File: config.mk
export PLATFORM = sky130hd
export DESIGN_NAME = id_ex_stage
export DESIGN_NICKNAME = d
export VERILOG_FILES = /design/src/rtl/id_ex_stage.sv
export SDC_FILE = /design/constraint.sdc
export NUM_CORES = 1
export LEC_CHECK = 0
export ABC_AREA = 1
export CORE_UTILIZATION = 36
export CTS_CLUSTER_SIZE = 8
export DETAILED_ROUTE_END_ITERATION = 10
export PLACE_DENSITY = 0.76
export SYNTH_ARGS = -nofsm -noshare
export SYNTH_HDL_FRONTEND = slang
export SYNTH_SLANG_ARGS = --single-unit
export TNS_END_PERCENT = 100
File: constraint.sdc
create_clock -name clk -period 1.55 [get_ports clk]
set_clock_uncertainty 0.05 [all_clocks]
set_input_delay 0.31 -clock clk [delete_from_list [all_inputs] [get_ports clk]]
set_output_delay 0.31 -clock clk [all_outputs]
set_load 0.1 [all_outputs]
File: src/rtl/id_ex_stage.sv
// Instruction decode and ID/EX pipeline register with load-use hazard
// detection and branch flush for the five-stage MIPS core.
module id_ex_stage (
  input  logic        clk,
  input  logic        rst_n,
  input  logic        id_valid,
  input  logic [31:0] id_instr,
  input  logic [31:0] id_rs_data,
  input  logic [31:0] id_rt_data,
  input  logic        flush,
  output logic        id_ready,
  output logic        ex_valid,
  output logic [5:0]  ex_aluop,
  output logic [31:0] ex_a,
  output logic [31:0] ex_b,
  output logic [31:0] ex_store_data,
  output logic [4:0]  ex_rs,
  output logic [4:0]  ex_rt,
  output logic [4:0]  ex_dst,
  output logic        ex_reg_write,
  output logic        ex_mem_read,
  output logic        ex_mem_write,
  output logic        ex_branch,
  output logic        ex_movz,
  output logic        illegal_seen
);

  localparam logic [5:0] ALU_SLL  = 6'h00;
  localparam logic [5:0] ALU_MOVZ = 6'h0A;
  localparam logic [5:0] ALU_ADD  = 6'h20;
  localparam logic [5:0] ALU_SUB  = 6'h22;
  localparam logic [5:0] ALU_AND  = 6'h24;
  localparam logic [5:0] ALU_OR   = 6'h25;
  localparam logic [5:0] ALU_XOR  = 6'h26;
  localparam logic [5:0] ALU_SLT  = 6'h2A;

  logic [5:0]  op;
  logic [5:0]  funct;
  logic [4:0]  rs;
  logic [4:0]  rt;
  logic [4:0]  rd;
  logic [4:0]  shamt;
  logic [15:0] imm;
  logic [31:0] imm_sx;
  logic [31:0] imm_zx;

  assign op     = id_instr[31:26];
  assign rs     = id_instr[25:21];
  assign rt     = id_instr[20:16];
  assign rd     = id_instr[15:11];
  assign shamt  = id_instr[10:6];
  assign funct  = id_instr[5:0];
  assign imm    = id_instr[15:0];
  assign imm_sx = {{16{imm[15]}}, imm};
  assign imm_zx = {16'h0000, imm};

  logic [5:0]  d_aluop;
  logic [31:0] d_a;
  logic [31:0] d_b;
  logic [4:0]  d_dst;
  logic        d_reg_write;
  logic        d_mem_read;
  logic        d_mem_write;
  logic        d_branch;
  logic        d_movz;
  logic        d_legal;
  logic        uses_rs;
  logic        uses_rt;

  always_comb begin
    d_aluop     = ALU_ADD;
    d_a         = id_rs_data;
    d_b         = id_rt_data;
    d_dst       = '0;
    d_reg_write = 1'b0;
    d_mem_read  = 1'b0;
    d_mem_write = 1'b0;
    d_branch    = 1'b0;
    d_movz      = 1'b0;
    d_legal     = 1'b1;
    uses_rs     = 1'b0;
    uses_rt     = 1'b0;
    unique case (op)
      6'h00: begin
        d_dst       = rd;
        d_reg_write = 1'b1;
        uses_rs     = 1'b1;
        uses_rt     = 1'b1;
        case (funct)
          6'h20: d_aluop = ALU_ADD;
          6'h22: d_aluop = ALU_SUB;
          6'h24: d_aluop = ALU_AND;
          6'h25: d_aluop = ALU_OR;
          6'h26: d_aluop = ALU_XOR;
          6'h2A: d_aluop = ALU_SLT;
          6'h0A: begin
            d_aluop = ALU_MOVZ;
            d_movz  = 1'b1;
          end
          6'h00: begin
            d_aluop = ALU_SLL;
            d_a     = {27'b0, shamt};
            uses_rs = 1'b0;
          end
          default: d_legal = 1'b0;
        endcase
      end
      6'h08: begin
        d_b = imm_sx; d_dst = rt; d_reg_write = 1'b1; uses_rs = 1'b1;
      end
      6'h0D: begin
        d_aluop = ALU_OR; d_b = imm_zx; d_dst = rt; d_reg_write = 1'b1; uses_rs = 1'b1;
      end
      6'h23: begin
        d_b = imm_sx; d_dst = rt; d_reg_write = 1'b1; d_mem_read = 1'b1; uses_rs = 1'b1;
      end
      6'h2B: begin
        d_b = imm_sx; d_mem_write = 1'b1; uses_rs = 1'b1; uses_rt = 1'b1;
      end
      6'h04: begin
        d_aluop = ALU_SUB; d_branch = 1'b1; uses_rs = 1'b1; uses_rt = 1'b1;
      end
      default: d_legal = 1'b0;
    endcase
    if (d_dst == 5'd0) d_reg_write = 1'b0;
    // Undecodable words carry no controls and no register reads.
    if (!d_legal) begin
      d_reg_write = 1'b0;
      d_mem_read  = 1'b0;
      d_mem_write = 1'b0;
      d_branch    = 1'b0;
      d_movz      = 1'b0;
      uses_rs     = 1'b0;
      uses_rt     = 1'b0;
    end
  end

  logic hazard;
  logic load;

  assign hazard = ex_valid & ex_mem_read & (ex_dst != 5'd0) & id_valid &
                  ((uses_rs & (ex_dst == rs)) | (uses_rt & (ex_dst == rt)));
  assign id_ready = ~hazard;
  assign load     = ~flush & ~hazard & id_valid & d_legal;

  // Datapath fields load every cycle; only ex_valid and controls are gated.
  always_ff @(posedge clk or negedge rst_n) begin
    if (!rst_n) begin
      ex_valid      <= 1'b0;
      ex_aluop      <= '0;
      ex_a          <= '0;
      ex_b          <= '0;
      ex_store_data <= '0;
      ex_rs         <= '0;
      ex_rt         <= '0;
      ex_dst        <= '0;
      ex_reg_write  <= 1'b0;
      ex_mem_read   <= 1'b0;
      ex_mem_write  <= 1'b0;
      ex_branch     <= 1'b0;
      ex_movz       <= 1'b0;
      illegal_seen  <= 1'b0;
    end else begin
      ex_valid      <= load;
      ex_aluop      <= d_aluop;
      ex_a          <= d_a;
      ex_b          <= d_b;
      ex_store_data <= id_rt_data;
      ex_rs         <= rs;
      ex_rt         <= rt;
      ex_dst        <= d_dst;
      ex_reg_write  <= load & d_reg_write;
      ex_mem_read   <= load & d_mem_read;
      ex_mem_write  <= load & d_mem_write;
      ex_branch     <= load & d_branch;
      ex_movz       <= load & d_movz;
      if (id_valid & ~flush & ~hazard & ~d_legal) illegal_seen <= 1'b1;
    end
  end

endmodule

* Yosys cells after proc, flatten, opt, wreduce, memory -nomap -nowiden *
Cells that the tools add are included.

operators by class
  equal/unequal tests = 14
  mux-type cells = 25
  bitwise logic cells = 21
  reductions and logical operators = 10

operators by type and width
  kind                number
  $mux 32             2
  $pmux 32 s2         1
  $eq 6x6->1 const B  8
  $pmux 6 s7          1
  $eq 6x4->1 const B  3
  $pmux 6 s3          1
  $and 1x1->1         17
  $mux 1              17
  $logic_not 6->1     2
  $eq 5x5->1          2
  $pmux 5 s2          1
  $reduce_or 3->1     3
  $reduce_or 8->1     1
  $eq 6x3->1 const B  1
  $logic_not 5->1     1
  $reduce_bool 5->1   1
  $reduce_or 5->1     1
  $pmux 1 s2          2
  $reduce_or 4->1     1
  $not 1->1           3
  $or 1x1->1          1

storage, ports and cells
  bits in registers = 124
  input port bits = 100
  output and inout bits = 125
  word-level logic and storage cells = 84

* Logic depth before layout (Yosys ltp) *
  word-level depth = 13
  depth in mapped cells = 13
  gate-level depth less buffers = 13

* Worst setup path before layout *
Ideal clock, no wire load.

  kind = reg-to-reg
  start = reg ex_dst[4]
  end = reg ex_valid
  data arrival time = 2.208 ns
  data required time = 1.379 ns
  setup slack = -0.829 ns
  stages on the path, launching flop included = 10
  buffers on the path = 0
  clock period less this slack = 2.379 ns
  cells stage by stage = dfrtp_1 > inv_1 > nand2_1 > nand2_1 > nor4_1 > nand3_1 > nand2_1 > nand2_2 > nand3_4 > inv_1

between the ends
  word-level cells in the longest chain between the ends = 8
  elaborated cells between the ends (all ways) = 13

RTL lines
  item                                                    line      text
  start, declared                                         19        output logic [4:0] ex_dst,
  start signal, assigned                                  171       ex_dst <= d_dst;
  $eq 5x5->1 / $reduce_bool 5->1 (equally long branches)  142, 141
  $and 1x1->1 (on tied branches)                          142, 141
  $or 1x1->1 / $and 1x1->1 (equally long branches)        142, 141
  $and 1x1->1 *                                           141       assign hazard = ex_valid & ex_mem_read & (ex_dst != 5'd0) & id_valid &
  $not 1->1 *                                             n/a
  named net id_ready                                      11        output logic id_ready,
  $and 1x1->1 * (3 in series)                             144       assign load = ~flush & ~hazard & id_valid & d_legal;
  named net load                                          139       logic load;
  end signal, assigned                                    164       ex_valid <= load;
  end, declared                                           12        output logic ex_valid,

Mark *: on every way through the listed nets, which the timed path passes. The rest lies on a longest branch.
A chain may end at the register's enable or synchronous reset.

* Final worst setup path *
  start = reg ex_dst[2]
  end = out id_ready

between the ends
  word-level cells in the longest chain between the ends = 5
  elaborated cells between the ends (all ways) = 10

RTL lines
  item                                                    line      text
  $eq 5x5->1 / $reduce_bool 5->1 (equally long branches)  142, 141
  $and 1x1->1 (on tied branches)                          142, 141
  $or 1x1->1 / $and 1x1->1 (equally long branches)        142, 141
  $and 1x1->1 *                                           141
  $not 1->1 *                                             143       assign id_ready = ~hazard;
  end, declared                                           11

Every way passes the cells marked *; elsewhere a longest branch is shown, timed or not.

==> results.sh <==
export IMPL_synth_top_area_cell="dfrtp_1"
export IMPL_grt_max_degree=52
export IMPL_nFillCells=644
export IMPL_drv_cap=0
export IMPL_grt_pass1_wl_um=24400
export IMPL_cts_root_buf="clkbuf_16"
export IMPL_final_hold_violation_count=0
export IMPL_syn_inst=402
export IMPL_die_area_mm2=0.0128
export IMPL_total_power_w=0.0101
export IMPL_rsz0062_at_grt="true"
export IMPL_cts_buffers_inserted=17
export IMPL_cts_tree="built"
export IMPL_pin_count=225
export IMPL_cp_max_fo=4
export IMPL_ant_nets=0
export IMPL_clk_latency_ps=400
export IMPL_crit_path_end_kind="output pin"
export IMPL_wl_um=16200
export IMPL_drtIter0Drc=186
export IMPL_violations="setup timing"
export IMPL_wl_per_cell_um=18.4
export IMPL_avgSynthCellArea_um2=11.1
export IMPL_htree_levels=4
export IMPL_antenna_found_initial=2
export IMPL_yosysWarningCount=0
export IMPL_drive_gt1_frac=0.405
export IMPL_crit_type="flip-flop to output pin"
export IMPL_dp_hpwl_um=10900
export IMPL_clk_pin_slew_ps=60
export IMPL_setup_viol=9
export IMPL_grt_overflow_total=0
export IMPL_dpl_worst_slack_ps=-812
export IMPL_mappedNetlistNets=502
export IMPL_critPathArrivalTime_ps=1930
export IMPL_syn_area_mm2=0.00446
export IMPL_p_leak_nw=4.58
export IMPL_num_vias=3970
export IMPL_yosysSeqAreaShare=0.690
export IMPL_max_freq_mhz=436
export IMPL_die_w_um=113
export IMPL_core_area_mm2=0.0121
export IMPL_vias_per_cell=4.52
export IMPL_cts_path_max_buffers=2
export IMPL_required_ps=1190
export IMPL_ir_drop_v=0.000432
export IMPL_fin_crit_ps=2290
export IMPL_dr_pass1_iters=7
export IMPL_fin_crit_sh=1.48
export IMPL_start_kind="flip-flop"
export IMPL_status="finished, violations left"
export IMPL_cts_sinks=123
export IMPL_port_buffers=223
export IMPL_core_rowCount=40
export IMPL_track_usage=0.259
export IMPL_die_y_um=113
export IMPL_gp_congestion=0.863
export IMPL_layout_nets=796
export IMPL_whs_ps=234
export IMPL_setup_ws_ps=-745
export IMPL_drc=0
export IMPL_power_density_mw_per_mm2=1080
export IMPL_final_util=0.778
export IMPL_initial_core_util=0.370
export IMPL_ys_ff_latch=123
export IMPL_worstHoldPathType="input pin to flip-flop"
export IMPL_synth_area_leaders="dfrtp_1 69%, nand2_1 8.0%, inv_1 4.7%, nor2_1 3.2%, nand3_1 1.7%"
export IMPL_slew_violations=0
export IMPL_grt_pass1_vias=4419
export IMPL_area_growth_pct=110
export IMPL_synth_cell_type_count=34
export IMPL_synth_top_area_frac=0.690
[report_power, final]
part | internal (W) | switching [W] | leakage, nW | total, W
Sequential | 0.00338 | 0.000152 | 1.45 | 0.00353
Combinational | 0.00100 | 0.00168 | 2.84 | 0.00268
Clock | 0.00241 | 0.00149 | 0.282 | 0.00390
Total | 0.00679 | 0.00333 | 4.58 | 0.0101
[through the flow]
stage	cell area (um2)	std cells	setup TNS [ps]
2_1_floorplan	4500	402	-1990
3_3_place_gp	8540	833	-40080
3_5_place_dp	8540	833	-44570
4_1_cts	9300	873	-2860
5_1_grt	9380	878	-4000
6_report	9380	878	-3340
[metal layers]
metal | wire length, um | GRT usage
met1 | 5420 | 0.258
met2 | 9250 | 0.500
met3 | 1160 | 0.0878
met4 | 317 | 0.0825
met5 | 13 | 0
[cells in the mapped netlist, drive strengths merged]
cell / number
a22oi: 4
dfrtp: 123
nand3: 19
a31oi: 1
mux2: 5
or3b: 1
nor3: 5
nor2: 53
conb: 1
buf: 10
nand2: 99
nor4: 1
xor2: 5
xnor2: 2
inv: 59
a21oi: 1
nand3b: 2
o21ai: 7
nand4: 4
[cell families after synthesis]
family	share of synthesized area
AO/OA/AOI/OAI	0.0188
AND/OR/NAND/NOR	0.195
buffers and inverters	0.0693
XOR/XNOR	0.0137
multiplexers	0.0126
other	0.000841
flip-flops	0.690
[registers in the layout (all words and copies together), names as in the netlist]
signal         cells
ex_store_data     32
ex_valid           1
ex_mem_write       1
ex_aluop           5
ex_movz            1
ex_rs              5
ex_mem_read        1
ex_dst             5
ex_reg_write       1
illegal_seen       1
ex_a              32
ex_branch          1
ex_b              32
ex_rt              5
[worst paths after layout]
| path | depth (start not counted) | slack (ps) | endpoint | from |
|---|---|---|---|---|
| setup / recovery | 7 | -740 | id_ready | ex_dst[2]$_DFF_PN0_ |
| hold / removal | 4 | 230 | ex_mem_write$_DFF_PN0_ | id_instr[28] |
| setup reg to reg | 10 | -390 | ex_reg_write$_DFF_PN0_ | ex_dst[2]$_DFF_PN0_ |
| hold reg to reg | 2 | 500 | illegal_seen$_DFFE_PN0P_ | illegal_seen$_DFFE_PN0P_ |
| max in group asynchronous | 3 | 560 | ex_a[24]$_DFF_PN0_ | rst_n |
| min in group asynchronous | 2 | 310 | ex_store_data[10]$_DFF_PN0_ | rst_n |
[critical path, cell delays in order, from the launching register on]
cell     delay (ps)
dfrtp_4         520
xor2_2          160
nor4_2          310
buf_4           170
nand3_2          70
nand2_4          90
nand2_8          50
buf_12          160
[timing repair]
action | CTS | global route
gates cloned | 2 | 1
pin swaps | 13 | 6
hold endpoints to repair | 19 | 0
buffers inserted | 5 | 4
gates resized for setup | 39 | 32
endpoints found under the setup margin | 72 | 70
hold buffers | 1 | 0
[final cells by class]
class	count	area (um2)	share of cell area
diodes	1	2.50	0.000267
clock buffers	18	439	0.0468
clock inverters	14	146	0.0156
inverters	59	228	0.0243
multi-input cells	210	1220	0.130
flip-flops and latches	123	3090	0.330
well taps	168	210	0.0224
repair buffers	284	4030	0.430
repair inverters	1	7.51	0.000800
[layout by cell type, fill, tap and decap left out, types with 5 or more instances in the layout]
master             n
nand2_2            6
nand2_1           90
buf_12           129
clkdlybuf4s50_1   86
clkbuf_16         18
nor2_4            12
inv_2              7
buf_6              7
buf_4             47
nor2_2             7
nand3_2            5
nor2_1            33
nand3_1           12
dfrtp_1          118
clkinvlp_4         5
inv_1             50
No activity file was read; power rests on OpenSTA's default activity.
